===== src/rtl/paicore_send_pkg.sv =====
// Shared definitions for the PAICORE send-path job scheduler.
// Holds the state encoding and the C0/C1 beat-split helper.
package paicore_send_pkg;

  localparam int LEN_W_DEF = 32;
  localparam int SPLIT_W   = 64;

  localparam logic [2:0] ST_IDLE  = 3'd0;
  localparam logic [2:0] ST_START = 3'd1;
  localparam logic [2:0] ST_RUN   = 3'd2;
  localparam logic [2:0] ST_DONE  = 3'd3;
  localparam logic [2:0] ST_ERR   = 3'd4;

  typedef struct packed {
    logic [SPLIT_W-1:0] c0;
    logic [SPLIT_W-1:0] c1;
  } len_split_t;

  // The odd remainder goes to C0; the rounding add is one bit wider so all-ones cannot wrap.
  function automatic len_split_t split_len(input logic [SPLIT_W-1:0] len, input logic fork_en);
    len_split_t res;
    logic [SPLIT_W:0] half_up;
    half_up = ({1'b0, len} + {{SPLIT_W{1'b0}}, 1'b1}) >> 1'b1;
    if (fork_en) begin
      res.c0 = half_up[SPLIT_W-1:0];
      res.c1 = len >> 1'b1;
    end else begin
      res.c0 = len;
      res.c1 = {SPLIT_W{1'b0}};
    end
    return res;
  endfunction

endpackage


===== src/rtl/paicore_send_sched_watchdog.sv =====
// Per-job stall watchdog: counts idle cycles and flags expiry on the cycle
// the count reaches TIMEOUT_CYCLES.
module send_watchdog #(
  parameter int              TO_W           = 24,
  parameter logic [TO_W-1:0] TIMEOUT_CYCLES = 24'hFFFFFF
) (
  input  logic clk,
  input  logic rst,
  input  logic clear,
  input  logic tick,
  output logic expired
);

  localparam logic [TO_W-1:0] LAST_CNT = TIMEOUT_CYCLES - {{(TO_W-1){1'b0}}, 1'b1};

  logic [TO_W-1:0] cnt_r;

  // Idle-cycle counter, restarted on any activity or outside a running job.
  always_ff @(posedge clk) begin
    if (rst) begin
      cnt_r <= {TO_W{1'b0}};
    end else if (clear) begin
      cnt_r <= {TO_W{1'b0}};
    end else if (tick) begin
      cnt_r <= cnt_r + {{(TO_W-1){1'b0}}, 1'b1};
    end else begin
      cnt_r <= cnt_r;
    end
  end

  assign expired = tick & ~clear & (cnt_r == LAST_CNT);

endmodule


===== src/rtl/paicore_send_sched.sv =====
// Job-level controller for the two-channel send path: accepts a command,
// splits beats across C0/C1, tracks progress and reports completion/errors.
module paicore_send_sched
  import paicore_send_pkg::*;
#(
  parameter int              LEN_W          = LEN_W_DEF,
  parameter int              TO_W           = 24,
  parameter logic [TO_W-1:0] TIMEOUT_CYCLES = 24'hFFFFFF
) (
  input  logic             s_axis_aclk,
  input  logic             rst,
  input  logic             cmd_valid,
  output logic             cmd_ready,
  input  logic [LEN_W-1:0] cmd_len,
  input  logic             cmd_fork,
  output logic             fork_enable,
  output logic [LEN_W-1:0] len_c0,
  output logic [LEN_W-1:0] len_c1,
  output logic             ch_start,
  input  logic             beat_c0,
  input  logic             beat_c1,
  input  logic             done_c0,
  input  logic             done_c1,
  input  logic             abort,
  output logic             busy,
  output logic             tx_done,
  output logic [LEN_W-1:0] cnt_c0,
  output logic [LEN_W-1:0] cnt_c1,
  output logic             err_timeout,
  output logic             err_count,
  output logic             aborted
);

  localparam logic [LEN_W-1:0] CNT_ONE = {{(LEN_W-1){1'b0}}, 1'b1};
  localparam logic [LEN_W-1:0] CNT_MAX = {LEN_W{1'b1}};

  logic [2:0]         state_r;
  logic [2:0]         next_state_s;
  logic               done_seen_c0_r;
  logic               done_seen_c1_r;
  logic               all_done_s;
  logic               activity_s;
  logic               wd_clear_s;
  logic               wd_tick_s;
  logic               wd_expired_s;
  logic [SPLIT_W-1:0] len_ext_s;
  len_split_t         split_s;

  assign activity_s = beat_c0 | beat_c1 | done_c0 | done_c1;
  assign all_done_s = (done_seen_c0_r | done_c0) & (done_seen_c1_r | done_c1);
  assign wd_clear_s = (state_r != ST_RUN) | activity_s;
  assign wd_tick_s  = (state_r == ST_RUN) & ~activity_s;

  // Zero-extend the command length so the shared split helper works for any LEN_W.
  always_comb begin
    len_ext_s              = {SPLIT_W{1'b0}};
    len_ext_s[LEN_W-1:0]   = cmd_len;
    split_s                = split_len(len_ext_s, cmd_fork);
  end

  send_watchdog #(
    .TO_W           (TO_W),
    .TIMEOUT_CYCLES (TIMEOUT_CYCLES)
  ) u_watchdog (
    .clk     (s_axis_aclk),
    .rst     (rst),
    .clear   (wd_clear_s),
    .tick    (wd_tick_s),
    .expired (wd_expired_s)
  );

  // Next-state logic; within RUN, abort beats completion which beats timeout.
  always_comb begin
    next_state_s = state_r;
    case (state_r)
      ST_IDLE: begin
        if (cmd_valid) begin
          if (cmd_len == {LEN_W{1'b0}}) begin
            next_state_s = ST_DONE;
          end else begin
            next_state_s = ST_START;
          end
        end else begin
          next_state_s = ST_IDLE;
        end
      end
      ST_START: begin
        if (abort) begin
          next_state_s = ST_IDLE;
        end else begin
          next_state_s = ST_RUN;
        end
      end
      ST_RUN: begin
        if (abort) begin
          next_state_s = ST_IDLE;
        end else if (all_done_s) begin
          next_state_s = ST_DONE;
        end else if (wd_expired_s) begin
          next_state_s = ST_ERR;
        end else begin
          next_state_s = ST_RUN;
        end
      end
      ST_DONE: next_state_s = ST_IDLE;
      ST_ERR:  next_state_s = ST_IDLE;
      default: next_state_s = ST_IDLE;
    endcase
  end

  // State, job bookkeeping and all registered outputs.
  always_ff @(posedge s_axis_aclk) begin
    if (rst) begin
      state_r        <= ST_IDLE;
      cmd_ready      <= 1'b1;
      busy           <= 1'b0;
      ch_start       <= 1'b0;
      tx_done        <= 1'b0;
      fork_enable    <= 1'b0;
      len_c0         <= {LEN_W{1'b0}};
      len_c1         <= {LEN_W{1'b0}};
      cnt_c0         <= {LEN_W{1'b0}};
      cnt_c1         <= {LEN_W{1'b0}};
      err_timeout    <= 1'b0;
      err_count      <= 1'b0;
      aborted        <= 1'b0;
      done_seen_c0_r <= 1'b0;
      done_seen_c1_r <= 1'b0;
    end else begin
      state_r   <= next_state_s;
      cmd_ready <= (next_state_s == ST_IDLE);
      busy      <= (next_state_s != ST_IDLE);
      ch_start  <= (next_state_s == ST_START);
      tx_done   <= (next_state_s == ST_DONE);
      case (state_r)
        ST_IDLE: begin
          if (cmd_valid) begin
            fork_enable    <= cmd_fork;
            len_c0         <= split_s.c0[LEN_W-1:0];
            len_c1         <= split_s.c1[LEN_W-1:0];
            cnt_c0         <= {LEN_W{1'b0}};
            cnt_c1         <= {LEN_W{1'b0}};
            err_timeout    <= 1'b0;
            err_count      <= 1'b0;
            aborted        <= 1'b0;
            done_seen_c0_r <= 1'b0;
            done_seen_c1_r <= 1'b0;
          end
        end
        ST_START: begin
          // A channel with nothing to send is treated as already finished.
          done_seen_c0_r <= (len_c0 == {LEN_W{1'b0}});
          done_seen_c1_r <= (len_c1 == {LEN_W{1'b0}});
          if (abort) begin
            aborted <= 1'b1;
          end
        end
        ST_RUN: begin
          if (beat_c0 && (cnt_c0 != CNT_MAX)) begin
            cnt_c0 <= cnt_c0 + CNT_ONE;
          end
          if (beat_c1 && (cnt_c1 != CNT_MAX)) begin
            cnt_c1 <= cnt_c1 + CNT_ONE;
          end
          if (done_c0) begin
            done_seen_c0_r <= 1'b1;
          end
          if (done_c1) begin
            done_seen_c1_r <= 1'b1;
          end
          if (abort) begin
            aborted <= 1'b1;
          end
        end
        ST_DONE: begin
          err_count <= (cnt_c0 != len_c0) | (cnt_c1 != len_c1);
        end
        ST_ERR: begin
          err_timeout <= 1'b1;
        end
        default: begin
        end
      endcase
    end
  end

endmodule


===== config.mk =====
export PLATFORM = sky130hd
export DESIGN_NAME = paicore_send_sched
export DESIGN_NICKNAME = d
export VERILOG_FILES = /design/src/rtl/paicore_send_pkg.sv /design/src/rtl/paicore_send_sched_watchdog.sv /design/src/rtl/paicore_send_sched.sv
export SDC_FILE = /design/constraint.sdc
export NUM_CORES = 1
export LEC_CHECK = 0
export CAP_MARGIN = 0
export CORE_UTILIZATION = 37
export CTS_CLUSTER_DIAMETER = 40
export DETAILED_ROUTE_END_ITERATION = 10
export MAX_ROUTING_LAYER = met4
export PLACE_DENSITY_LB_ADDON = 0.15
export SKIP_LAST_GASP = 1
export SYNTH_ARGS = -nofsm -noshare
export SYNTH_HDL_FRONTEND = slang
export SYNTH_HIERARCHICAL = 1
export SYNTH_SLANG_ARGS = --single-unit
export TNS_END_PERCENT = 20

===== constraint.sdc =====
create_clock -name s_axis_aclk -period 4 [get_ports s_axis_aclk]
set_input_delay 0.8 -clock s_axis_aclk [delete_from_list [all_inputs] [get_ports s_axis_aclk]]
set_output_delay 0.8 -clock s_axis_aclk [all_outputs]
set_load 0.05 [all_outputs]

==> impl_metrics.py, run 1 <==
metrics = {
    "global_route": {
        "antenna_found_initial": 0,
        "grt-ovfl-total": 0,
        "grt_pass1_vias": 8980,
        "grt_max_degree": 60,
        "grt_pass1_wl_mm": 54.54,
        "grt_util_all_layers": 0.2834,
    },
    "die": {
        "die_x_um": 160.2,
        "rows": 57,
        "die_h_um": 160.2,
        "start_util": 0.3787,
        "num_io_pins": 177,
        "die_area_um2": 25670,
        "core_um2": 24460,
    },
    "clock_tree": {
        "h-tree-depth": 4,
        "cts_root_buffer": "clkbuf_16",
        "ctsHoldBuffers": 0,
        "cts.sinks": 164,
        "cts_buffer_depth": 2,
        "cts_tree": "done",
        "cts_setup_buffers": 0,
        "cts_made_buffers": 17,
        "post_cts_resized": 0,
        "clk_pin_slew_ns": 0.07,
        "clk_latency_ns": 0.44,
    },
    "flow_run": {
        "cap_violations": 0,
    },
    "synthesis": {
        "synth_cell_types": 76,
        "syn-cell-area_um2": 9264,
        "async_flop_share": 0,
        "ys.flop_type": "dfxtp_1",
        "yosys.area.top_type": "dfxtp_1",
        "synth_area_per_cell_um2": 7.556,
        "ys_seq_elements": 164,
        "synth_seq_area_share": 0.3544,
        "synth.area.top_cells": "dfxtp_1 (35%), nand2_1 (6.4%), a21oi_1 (6.1%), nand3_1 (4.2%), xor2_1 (4.1%)",
        "syn_nets": 1273,
        "netlist_instances": 1226,
        "synth_top_area_share": 0.3544,
        "ys_warn_count": 6,
        "synth_edf_count": 0,
    },
    "layout": {
        "syn_to_final_growth_pct": 27.53,
        "stdcell_area_um2": 11810,
        "utilization": 0.4829,
        "drive_gt1_frac": 0.05248,
        "fill_cells": 2383,
        "multiInputGateArea_um2": 5498,
        "antenna_cells": 0,
        "ff_latch_area_um2": 3283,
        "layout.nets": 1406,
    },
    "critical_path": {
        "crit_end": "u_watchdog/cnt_r[20]$_SDFFE_PP0P_",
        "cp-end-kind": "register",
        "r2r-end": "cnt_c1[28]$_SDFFE_PP0P_",
        "worstSetupStartpoint": "beat_c1",
        "cp.required_ns": 4.36,
        "cp_max_fo": 8,
        "r2r_cells": 7,
        "arrival_ns": 3.66,
        "startpoint_type": "input port",
        "r2r-start": "cnt_c1[1]$_SDFFE_PP0P_",
        "reg2reg_slack_ns": 0.93,
        "critPathKind": "input port to register",
    },
    "hold_path": {
        "hp-class": "register to register",
    },
    "route": {
        "via_per_inst": 5.993,
        "drt_pass1_iterations": 6,
        "routed_wl_mm": 35.47,
        "drt_iter0_drc": 1070,
        "drc_errors": 0,
        "via_count": 10160,
        "wl_per_cell_um": 20.91,
        "ant_nets": 0,
    },
    "timing": {
        "relSlewSlack": 0.2912,
        "min_period_ns": 3.306,
        "hold_violations": 0,
        "rsz0062_at_grt": "no",
        "finClkSkew_ns": 0.01114,
        "setup_viol": 0,
        "finalMaxSlewViolations": 0,
        "timing.final.crit_share": 0.8266,
        "fin_tns_setup_ns": 0,
        "tightest_slew_ns": 1.053,
        "fmax_mhz": 302.4,
    },
    "pwr": {
        "power_leakage_nw": 4.006,
        "p_per_area_nw_per_um2": 341.7,
        "ir_worst_vdd_mv": 0.2051,
        "power_mw": 4.037,
    },
    "place": {
        "gp_congestion": 0.9421,
        "place_area_um2": 11240,
        "hpwlAfterDp_mm": 26.42,
        "io_buffers": 175,
    },
    "run_status": {
        "outcome": "complete, no violations",
    },
}
==> worst min-delay path by stage <==
stage,depth (start not counted),from,endpoint
after global placement,2,u_watchdog/cnt_r[22]$_SDFFE_PP0P_,u_watchdog/cnt_r[22]$_SDFFE_PP0P_
after floorplan,2,u_watchdog/cnt_r[22]$_SDFFE_PP0P_,u_watchdog/cnt_r[22]$_SDFFE_PP0P_
after CTS,2,u_watchdog/cnt_r[22]$_SDFFE_PP0P_,u_watchdog/cnt_r[22]$_SDFFE_PP0P_
final,2,u_watchdog/cnt_r[22]$_SDFFE_PP0P_,u_watchdog/cnt_r[22]$_SDFFE_PP0P_
after detailed placement,2,u_watchdog/cnt_r[22]$_SDFFE_PP0P_,u_watchdog/cnt_r[22]$_SDFFE_PP0P_
after global routing,2,u_watchdog/cnt_r[22]$_SDFFE_PP0P_,u_watchdog/cnt_r[22]$_SDFFE_PP0P_
==> worst max-delay path, stage by stage <==
cell and delay, ns:
clkdlybuf4s50_1 0.59, nor4_1 0.44, nand2_1 0.18, inv_1 0.25, nand4_2 0.23, or4_1 0.58
or4_1 0.44, a21oi_1 0.15
==> kinds of logic after synthesis <==
logic type | Yosys count | share of synthesized area
adder cells (fa/ha/maj) | 6 | 0.008104
other | 1 | 0.0004048
multiplexers | 7 | 0.007699
AND/OR/NAND/NOR | 536 | 0.2961
flip-flops | 164 | 0.3544
AO/OA/AOI/OAI | 328 | 0.2215
buffers and inverters | 123 | 0.05416
XOR/XNOR | 61 | 0.05767
==> metrics by stage <==
step | setup slack (ns) | std cells | hold slack (ns)
2_1_floorplan | 0.8692 | 1226 | 0.4476
3_3_place_gp | 0.3891 | 1664 | 0.4702
3_5_place_dp | 0.3484 | 1664 | 0.4751
4_1_cts | 0.7896 | 1696 | 0.4856
5_1_grt | 0.6369 | 1696 | 0.5060
6_report | 0.6936 | 1696 | 0.4854
==> cell usage in the layout, fill, tap and decap left out, drive strengths merged, types with 7 or more instances in the layout <==
cell type	n
clkbuf	21
o211ai	9
buf	22
or3	16
o22ai	11
xnor2	18
o21ai	71
a21o	7
nand4	49
nor4	47
clkdlybuf4s50	173
and4	11
and2	11
nor3	29
o21a	7
a221oi	10
a21oi	112
nand3	80
o31ai	15
xor2	43
or4	10
and3	20
inv	43
nor2	77
dfxtp	164
a211oi	11
a31oi	22
nand2	159
==> cell type report <==
| cell class | instances | share of cell area |
|---|---|---|
| clock buffer | 21 | 0.03813 |
| clock inverter | 11 | 0.01059 |
| inverter | 42 | 0.01334 |
| multi-input combinational | 939 | 0.4654 |
| sequential | 164 | 0.2779 |
| tap | 324 | 0.03431 |
| timing repair buffer | 195 | 0.1603 |
==> report_power, final <==
group | switching, mW | internal, mW
clock network | 0.698 | 0.938
registers | 0.0873 | 1.68
logic | 0.420 | 0.216
total | 1.21 | 2.83
==> routing by layer <==
| metal | wire, um | up-vias | GRT usage |
|---|---|---|---|
| met5 | 0 | - | - |
| met4 | 758 | 0 | 0.08225 |
| met3 | 2800 | 51 | 0.05325 |
| met2 | 15710 | 508 | 0.4146 |
| met1 | 16200 | 4796 | 0.3937 |
| li1 | - | 4809 | - |
==> cell usage after synthesis, types with 7 or more instances <==
cell,count
a221oi_1,9
buf_2,11
xor2_1,43
o211ai_1,9
o21ai_0,70
o31ai_1,15
buf_1,9
inv_1,41
a211oi_1,11
and3_1,19
dfxtp_1,164
xnor2_1,18
o21a_1,7
nand3_1,78
nand4_1,48
nor2_1,77
or3_1,16
nor3_1,28
nand2_1,158
a21o_1,7
nor4_1,46
and4_1,11
a21oi_1,112
and2_1,9
a31oi_1,22
o22ai_1,11
clkbuf_1,57
or4_1,9
==> flip-flops by register name, summed over array words and instances (netlist names), 3 cells and up <==
name	count
len_c0	32
cnt_c1	32
u_watchdog/cnt_r	24
len_c1	31
cnt_c0	32
state_r	3
(Power assumes the default switching activity.)
==> run 2: changes to the inputs <==
clock period = 2.8 ns   (was 4 ns; I/O delays follow)
==> impl_metrics.py, run 2 (synthesized netlist as in run 1, its figures left out) <==
metrics = {
    "route": {
        "drt_pass1_iterations": 5,
        "drc_errors": 0,
        "routed_wl_mm": 36.89,
        "ant_nets": 0,
        "wl_per_cell_um": 20.68,
        "drt_iter0_drc": 909,
        "via_count": 10520,
        "via_per_inst": 5.896,
    },
    "layout": {
        "mostFrequentLayoutCell": "clkdlybuf4s50_1",
        "stdcell_area_um2": 12570,
        "top_regs": "cnt_c0: 32 flops, cnt_c1: 32 flops, len_c0: 32 flops",
        "fill_cells": 2415,
        "layout.nets": 1494,
        "syn_to_final_growth_pct": 35.70,
        "final_cell_mix": "clkdlybuf4s50_1 (173), dfxtp_1 (160), nand2_1 (158), a21oi_1 (112), buf_4 (105)",
        "antenna_cells": 0,
        "multiInputGateArea_um2": 5504,
        "ff_latch_area_um2": 3288,
        "utilization": 0.5139,
        "drive_gt1_frac": 0.1144,
    },
    "timing": {
        "hold_violations": 0,
        "rsz0062_at_grt": "no",
        "finalMaxSlewViolations": 0,
        "setup_ws_ns": 0.1527,
        "fmax_mhz": 377.7,
        "finClkSkew_ns": 0.01244,
        "timing.final.crit_share": 0.9455,
        "setup_viol": 0,
        "tightest_slew_ns": 0.6455,
        "relSlewSlack": 0.5697,
        "min_period_ns": 2.647,
        "fin_tns_setup_ns": 0,
    },
    "critical_path": {
        "cp_max_fo": 9,
        "startpoint_type": "register",
        "arrival_ns": 2.98,
        "cp-end-kind": "register",
        "reg2reg_slack_ns": 0.15,
        "critPathKind": "register to register",
        "cp.required_ns": 3.13,
    },
    "pwr": {
        "power_leakage_nw": 4.485,
        "p_per_area_nw_per_um2": 470.4,
        "ir_worst_vdd_mv": 0.3566,
    },
    "place": {
        "place_area_um2": 11960,
        "hpwlAfterDp_mm": 27.93,
        "gp_congestion": 0.9503,
        "dp_slack_ns": -0.1127,
        "io_buffers": 175,
    },
    "clock_tree": {
        "cts_tree": "done",
        "h-tree-depth": 4,
        "clk_latency_ns": 0.44,
        "ctsHoldBuffers": 0,
        "clk_pin_slew_ns": 0.07,
        "cts_setup_buffers": 0,
        "post_cts_resized": 0,
        "cts.sinks": 164,
        "cts_made_buffers": 17,
        "cts_buffer_depth": 2,
        "cts_root_buffer": "clkbuf_16",
    },
    "die": {
        "start_util": 0.3787,
        "num_io_pins": 177,
        "die_area_um2": 25670,
        "core_um2": 24460,
        "die_x_um": 160.2,
        "rows": 57,
        "die_h_um": 160.2,
    },
    "global_route": {
        "antenna_found_initial": 0,
        "grt_util_all_layers": 0.2953,
        "grt_pass1_wl_mm": 57.08,
        "grt_max_degree": 61,
        "grt-ovfl-total": 0,
        "grt_pass1_vias": 9576,
    },
    "flow_run": {
        "cap_violations": 0,
    },
    "hold_path": {
        "hp-class": "input port to register",
    },
    "run_status": {
        "outcome": "complete, no violations",
    },
}
==> run 2: worst paths after layout <==
path	startpoint	to	cells past startpoint
worst min register to register	u_watchdog/cnt_r[22]$_SDFFE_PP0P_	u_watchdog/cnt_r[22]$_SDFFE_PP0P_	2
worst max register to register	cnt_c1[0]$_SDFFE_PP0P_	cnt_c1[15]$_SDFFE_PP0P_	8
worst min-delay path	rst	cnt_c0[0]$_SDFFE_PP0P_	3
worst max-delay path	cnt_c1[0]$_SDFFE_PP0P_	cnt_c1[15]$_SDFFE_PP0P_	8
==> run 2: report_power, final <==
part           leakage, nW  internal (mW)  switching (mW)
Sequential            1.33           2.39           0.126
Combinational         2.85          0.360           0.614
Clock                0.299           1.29            1.13
==> run 2: final cells by class <==
cell class                 count  area share
multi-input combinational    939      0.4378
sequential                   164      0.2616
timing repair buffer         283      0.2072
clock buffer                  17     0.03384
tap                          324     0.03225
clock inverter                15     0.01473
inverter                      42     0.01254
==> run 2: metrics by stage <==
stage	std cells	hold WS, ns	total power, mW
after global routing	1784	0.4796	6.117
after CTS	1784	0.4400	5.934
after global placement	1752	0.4697	3.535
after floorplan	1226	0.4476	3.092
after detailed placement	1752	0.4719	3.534
final	1784	0.4471	5.913
==> run 2: critical path, stage by stage, from the launching register on <==
cell,delay (ns)
dfxtp_2,0.33
ha_1,0.23
nand3_4,0.12
or4_4,0.54
or3_1,0.54
o21bai_2,0.29
buf_4,0.21
nor3_1,0.07
a32o_1,0.22
==> run 2: layer usage <==
metal / vias up / GRT usage / wire (um)
met5: - / - / 0
met4: 0 / 0.1009 / 1013
met3: 58 / 0.04571 / 2683
met2: 474 / 0.4449 / 16700
met1: 5013 / 0.4001 / 16500
li1: 4974 / - / -
